<file path="config.mk">
export PLATFORM = sky130hd
export DESIGN_NAME = arm_rf_wr_arbiter
export DESIGN_NICKNAME = d
export VERILOG_FILES = /design/src/rtl/arm_rf_wr_arbiter.sv
export SDC_FILE = /design/constraint.sdc
export NUM_CORES = 1
export LEC_CHECK = 0
export ABC_AREA = 1
export BUFFER_PORTS_ARGS = -buffer_cell sky130_fd_sc_hd__buf_2
export CAP_MARGIN = 20
export CORE_ASPECT_RATIO = 0.75
export CORE_MARGIN = 1
export CORE_UTILIZATION = 45
export CTS_CLUSTER_SIZE = 28
export DETAILED_ROUTE_END_ITERATION = 7
export MAX_ROUTING_LAYER = met4
export PLACE_DENSITY_LB_ADDON = 0.25
export SKIP_CTS_REPAIR_TIMING = 1
export SLEW_MARGIN = 20
export SYNTH_ARGS = -nofsm -noshare
export SYNTH_HDL_FRONTEND = slang
export SYNTH_SLANG_ARGS = --single-unit
</file>
<file path="constraint.sdc">
create_clock -name clk -period 4.25 [get_ports clk]
set_input_delay 0.85 -clock clk [delete_from_list [all_inputs] [get_ports clk]]
set_output_delay 0.85 -clock clk [all_outputs]
set_load 0.05 [all_outputs]
</file>
<file path="src/rtl/arm_rf_wr_arbiter.sv">
// Register-file write-port arbiter: the pipeline write-back always wins; multi-cycle
// results wait in a small FIFO, drain in idle cycles, and a starvation counter forces a stall.
module arm_rf_wr_arbiter #(
    parameter int unsigned DEPTH        = 4,
    parameter int unsigned STARVE_LIMIT = 8
) (
    input  logic                     clk,
    input  logic                     rst_b,
    input  logic [31:0]              WB_data,
    input  logic                     WB_rd_we,
    input  logic [3:0]               WB_des_reg_num,
    input  logic                     mc_valid,
    output logic                     mc_ready,
    input  logic [3:0]               mc_reg_num,
    input  logic [31:0]              mc_data,
    output logic                     rf_wr_en,
    output logic [3:0]               rf_wr_num,
    output logic [31:0]              rf_wr_data,
    output logic                     pipe_stall,
    output logic [15:0]              pending_mask,
    output logic [$clog2(DEPTH):0]   fifo_count,
    output logic                     collision_err
);

    localparam int unsigned AW = $clog2(DEPTH);
    localparam int unsigned CW = AW + 1;
    localparam int unsigned SW = $clog2(STARVE_LIMIT + 1);

    logic [3:0]    r_fifo_num  [DEPTH];
    logic [31:0]   r_fifo_data [DEPTH];
    logic [AW-1:0] r_wr_ptr;
    logic [AW-1:0] r_rd_ptr;
    logic [CW-1:0] r_count;
    logic [SW-1:0] r_starve;
    logic          r_mc_ready;
    logic          r_collision;

    logic          w_push;
    logic          w_pop;
    logic          w_empty;
    logic          w_stall;
    logic [CW-1:0] w_next_count;
    logic [SW-1:0] w_next_starve;
    logic [15:0]   w_pending;

    assign w_empty      = (r_count == '0);
    assign w_push       = mc_valid && r_mc_ready;
    assign w_pop        = !WB_rd_we && !w_empty;
    assign w_next_count = r_count + CW'(w_push) - CW'(w_pop);
    assign w_stall      = (r_starve == SW'(STARVE_LIMIT));

    // Port grant: pipeline first, then FIFO head; address/data follow WB when idle.
    always_comb begin
        rf_wr_en   = WB_rd_we;
        rf_wr_num  = WB_des_reg_num;
        rf_wr_data = WB_data;
        if (w_pop) begin
            rf_wr_en   = 1'b1;
            rf_wr_num  = r_fifo_num[r_rd_ptr];
            rf_wr_data = r_fifo_data[r_rd_ptr];
        end
    end

    // Pending-register mask over the valid FIFO window only.
    always_comb begin
        w_pending = '0;
        for (int k = 0; k < DEPTH; k++) begin
            if (CW'(k) < r_count) begin
                w_pending[r_fifo_num[r_rd_ptr + AW'(k)]] = 1'b1;
            end
        end
    end

    always_comb begin
        w_next_starve = r_starve;
        if (w_empty || w_pop) begin
            w_next_starve = '0;
        end else if (WB_rd_we && !w_stall) begin
            w_next_starve = r_starve + SW'(1);
        end
    end

    // Payload storage carries no reset; validity is tracked by the count.
    always_ff @(posedge clk) begin
        if (w_push) begin
            r_fifo_num[r_wr_ptr]  <= mc_reg_num;
            r_fifo_data[r_wr_ptr] <= mc_data;
        end
    end

    always_ff @(posedge clk or negedge rst_b) begin
        if (!rst_b) begin
            r_wr_ptr    <= '0;
            r_rd_ptr    <= '0;
            r_count     <= '0;
            r_starve    <= '0;
            r_mc_ready  <= 1'b0;
            r_collision <= 1'b0;
        end else begin
            if (w_push) r_wr_ptr <= r_wr_ptr + AW'(1);
            if (w_pop)  r_rd_ptr <= r_rd_ptr + AW'(1);
            r_count    <= w_next_count;
            r_starve   <= w_next_starve;
            r_mc_ready <= (w_next_count < CW'(DEPTH));
            if (WB_rd_we && w_stall) r_collision <= 1'b1;
        end
    end

    assign mc_ready      = r_mc_ready;
    assign pipe_stall    = w_stall;
    assign pending_mask  = w_pending;
    assign fifo_count    = r_count;
    assign collision_err = r_collision;

endmodule

</file>
==> results.md <==
* Final period util at a little under nine tenths
* Clock power frac at about a fifth
* Synth Flop Type: edfxtp_1
* Area after DPL at between 0.008 and 0.009 mm2
* Congestion Overflow GR at 0
* Die height at ~120 um
* Placed Instances at roughly 1200
* Power per Cell Area at around 800 mW/mm2
* NetSw at ~3600 uW
* Largest net degree at the start of global routing at 37
* All-Layer GR Usage at 21.8%
* Synth Warn # at 0
* Outcome: finished, violations left
* Post-route design area at 0.00919 mm2
* TritonCTS buffer count at 17
* Fin Setup TNS at 0 ps
* RSZ-0062 raised after global routing: no
* Number of global-route vias before repair at roughly 5500
* Htree depth at 4
* Max Slew Vio Count at 0
* Reg2reg setup slack at 1800 ps
* Synth-to-Final Area Change at 19.2%
* CP Capture Type: output port
* Most frequent CP cell: nand2_1
* CP Depth at 9
* Antenna-violating nets left at 0
* Slew HR at between 40% and 50%
* Adder-cell area share of the yosys netlist at roughly 1.9%
* Vias at 5934
* IO Pins at between 100 and 150
* Syn nets at between 900 and 1000
* CP max stage delay at roughly 620 ps
* I/O Buffers at roughly 130
* Seq pwr share at between 20 and 30%
* Reg2reg start: fifo_count[2]$_DFF_PN0_
* CTS max path bufs at 2
* Vias per inst at about 4.9
* CTS tree: yes
* Row cnt at 41
* Power Internal at approximately 3700 uW
* Worst Path Arrival at ~2800 ps
* Insertion delay to the later sink of the worst-skew pair at just over 400 ps
* #FFs+latches synth at between 150 and 200
* Largest family of logic cells by synthesized area: simple AND/OR/NAND/NOR gates
* Placed wire-length estimate at approximately 12 mm
* Final hold viol count at 0
* DIE AREA at approximately 0.018 mm2
* Clock-pin slew on the worst setup and hold paths at roughly 60 ps
* Worst Max-Slew Pin Slew at around 840 ps
* DR WL/cell at 14.7 um
* Fin crit period at between 3000 and 4000 ps
* Synth Area in Compound Gates at 1.15%
* Number of synthesized flops with an enable pin at 144
* XOR/XNOR Fraction of Synth Area at 0.341%
* Gate power share at ~51%
* Detailed router's first-iteration violation count at ~440
* Max Freq at approximately 270 MHz
* DRC at 2
* Crit path kind: flop to output port
* Maxcap violations at 0
* Critical path data required time at between 3000 and 4000 ps
* Final #Nets at ~1100
* Cell Chain, Critical Path: inv_4 -> nand2_2 -> inv_1 -> buf_4 -> nand2_1 -> nand4_1 -> nand2_1 -> nand2_1 -> buf_2
* Worst Path Buf+Inv at 4
* Core area at between 0.015 and 0.02 mm2
* Critical-path top delay cell: inv_1
* Initial antenna violation count at 2
* Netlist Area Pre-Place at between 0.007 and 0.008 mm2
* Top Family by Delay on Critical Path: buffers and inverters
* Root Driver: clkbuf_16
* CP Launch Type: flop
* Seq/Total Area, Yosys at about three fifths
* Layout cell share with drive strength beyond 1 at 22.9%
* Clock Sink Count at 157
* Sw Share at between 40% and 50%
* Critical path endpoint: rf_wr_data[19]
* First-pass GRT wire length at 28.4 mm
* Total power at 7320 uW
* LEAKAGE at 0.00403 uW
* Syn Area/Cell at 9.16 um2
* Async SR Flop Fraction at approximately 8.3%
* Failing checks: DRC
* Crit-path max FO at 20
* Multiplexer area fraction after synthesis at 0%
* Finish-stage setup viols at 0
* Synth unique cells at 27
* Skew final at about 11 ps
* Drt total wl at around 18 mm
* Reg-to-reg critical path endpoint: fifo_count[2]$_DFF_PN0_
* Worst Reg-to-Reg Cells at 9
* Starting density of the core at 46.0%
* Worst Setup SP: r_rd_ptr[1]$_DFFE_PN0N_
* Syn Inst Count at between 800 and 900
* Synth Area in Simple Gates at about a third
* Die W at roughly 150 um
* HP Class: input pin to async pin
* GP Congestion at around 0.9
* DR pass1 iterations at 7
* Final Non-Filler Cells at 1208
* Worst ir drop on vdd at roughly 350 uV
state kept, by name, indices dropped and copies added (netlist names):
| register | count |
|---|---|
| r_wr_ptr | 2 |
| collision_err | 1 |
| fifo_count | 3 |
| r_rd_ptr | 2 |
| r_starve | 4 |
| r_fifo_num | 16 |
| r_fifo_data | 128 |
| mc_ready | 1 |
stage by stage:
stage / hold slack, ps / util [%] / worst slack (ps)
floorplan: 504 / - / 946
global placement: 457 / 51.3 / 1110
detailed placement: 471 / 51.3 / 1020
CTS: 304 / 54.8 / 561
global route: 318 / 54.8 / 355
finish: 311 / 54.8 / 596
cell families (layout without fill, tap and decap cells):
kind of cell | after synthesis | count (layout)
XOR/XNOR | 3 | 3
flip-flops | 157 | 157
other | 0 | 2
AO/OA/AOI/OAI | 16 | 16
AND/OR/NAND/NOR | 574 | 574
buffers and inverters | 81 | 230
adder cells (fa/ha/maj) | 11 | 11
placed cells by master (no fill, tap or decap), drive strengths merged:
| cell | count |
|---|---|
| a21oi | 3 |
| buf | 148 |
| bufinv | 2 |
| clkbuf | 17 |
| clkinv | 4 |
| clkinvlp | 3 |
| dfrtp | 13 |
| diode | 2 |
| edfxtp | 144 |
| fa | 1 |
| ha | 10 |
| inv | 56 |
| nand2 | 398 |
| nand3 | 36 |
| nand4 | 32 |
| nor2 | 107 |
| nor3 | 1 |
| o211ai | 1 |
| o21ai | 11 |
| o21bai | 1 |
| xor2 | 3 |
worst min path at each step:
stage                              start                   endpoint  slack [ps]  cells past startpoint
3_5_place_dp   collision_err$_DFFE_PN0P_  collision_err$_DFFE_PN0P_         470                      1
4_1_cts                            rst_b    r_starve[2]$_DFFE_PN0P_         300                      1
2_1_floorplan    r_starve[3]$_DFFE_PN0P_    r_starve[3]$_DFFE_PN0P_         500                      2
5_1_grt                            rst_b    r_starve[2]$_DFFE_PN0P_         320                      1
6_report                           rst_b    r_starve[2]$_DFFE_PN0P_         310                      1
3_3_place_gp   collision_err$_DFFE_PN0P_  collision_err$_DFFE_PN0P_         460                      1
power groups by stage:
stage,combinational [uW],clock [uW],sequential (uW)
finish,3740,1490,2090
CTS,3750,1510,2090
detailed placement,3740,0,2120
floorplan,2880,0,2130
global placement,3720,0,2120
global route,4120,1570,2120
cell type report:
type	count	area, um2
multi-input combinational	604	2710
clock buffer	17	425
antenna	2	5.00
sequential	157	4650
fill	1525	7580
timing repair buffer	148	776
inverter	51	199
tap	215	269
clock inverter	14	161
synthesized netlist by cell type (2+ instances only):
library cell  number  area (um2)
clkbuf_1           3        11.3
inv_2              4        15.0
buf_6              5        56.3
nand2_1          374        1400
nand4_1           32         200
ha_1              10         125
a21oi_1            3        15.0
nor2_1           105         394
buf_4              3        22.5
edfxtp_1         144        4320
nand2_2           24         150
dfrtp_1           13         325
nand3_1           26         130
buf_2             19        95.1
xor2_1             3        26.3
nand3_2           10         100
inv_1             45         169
nor2_4             2        22.5
o21ai_0            9        45.0
layer usage:
layer  track usage, %  vias to the layer above  share of wire (%)
li1                 -                     3018                  -
met1             30.9                     2693                 50
met2             32.4                      216                 43
met3             3.88                        7                7.1
met4             5.59                        0               0.40
met5                -                        -                  0
Note: power is estimated with default switching activity, not from simulation.
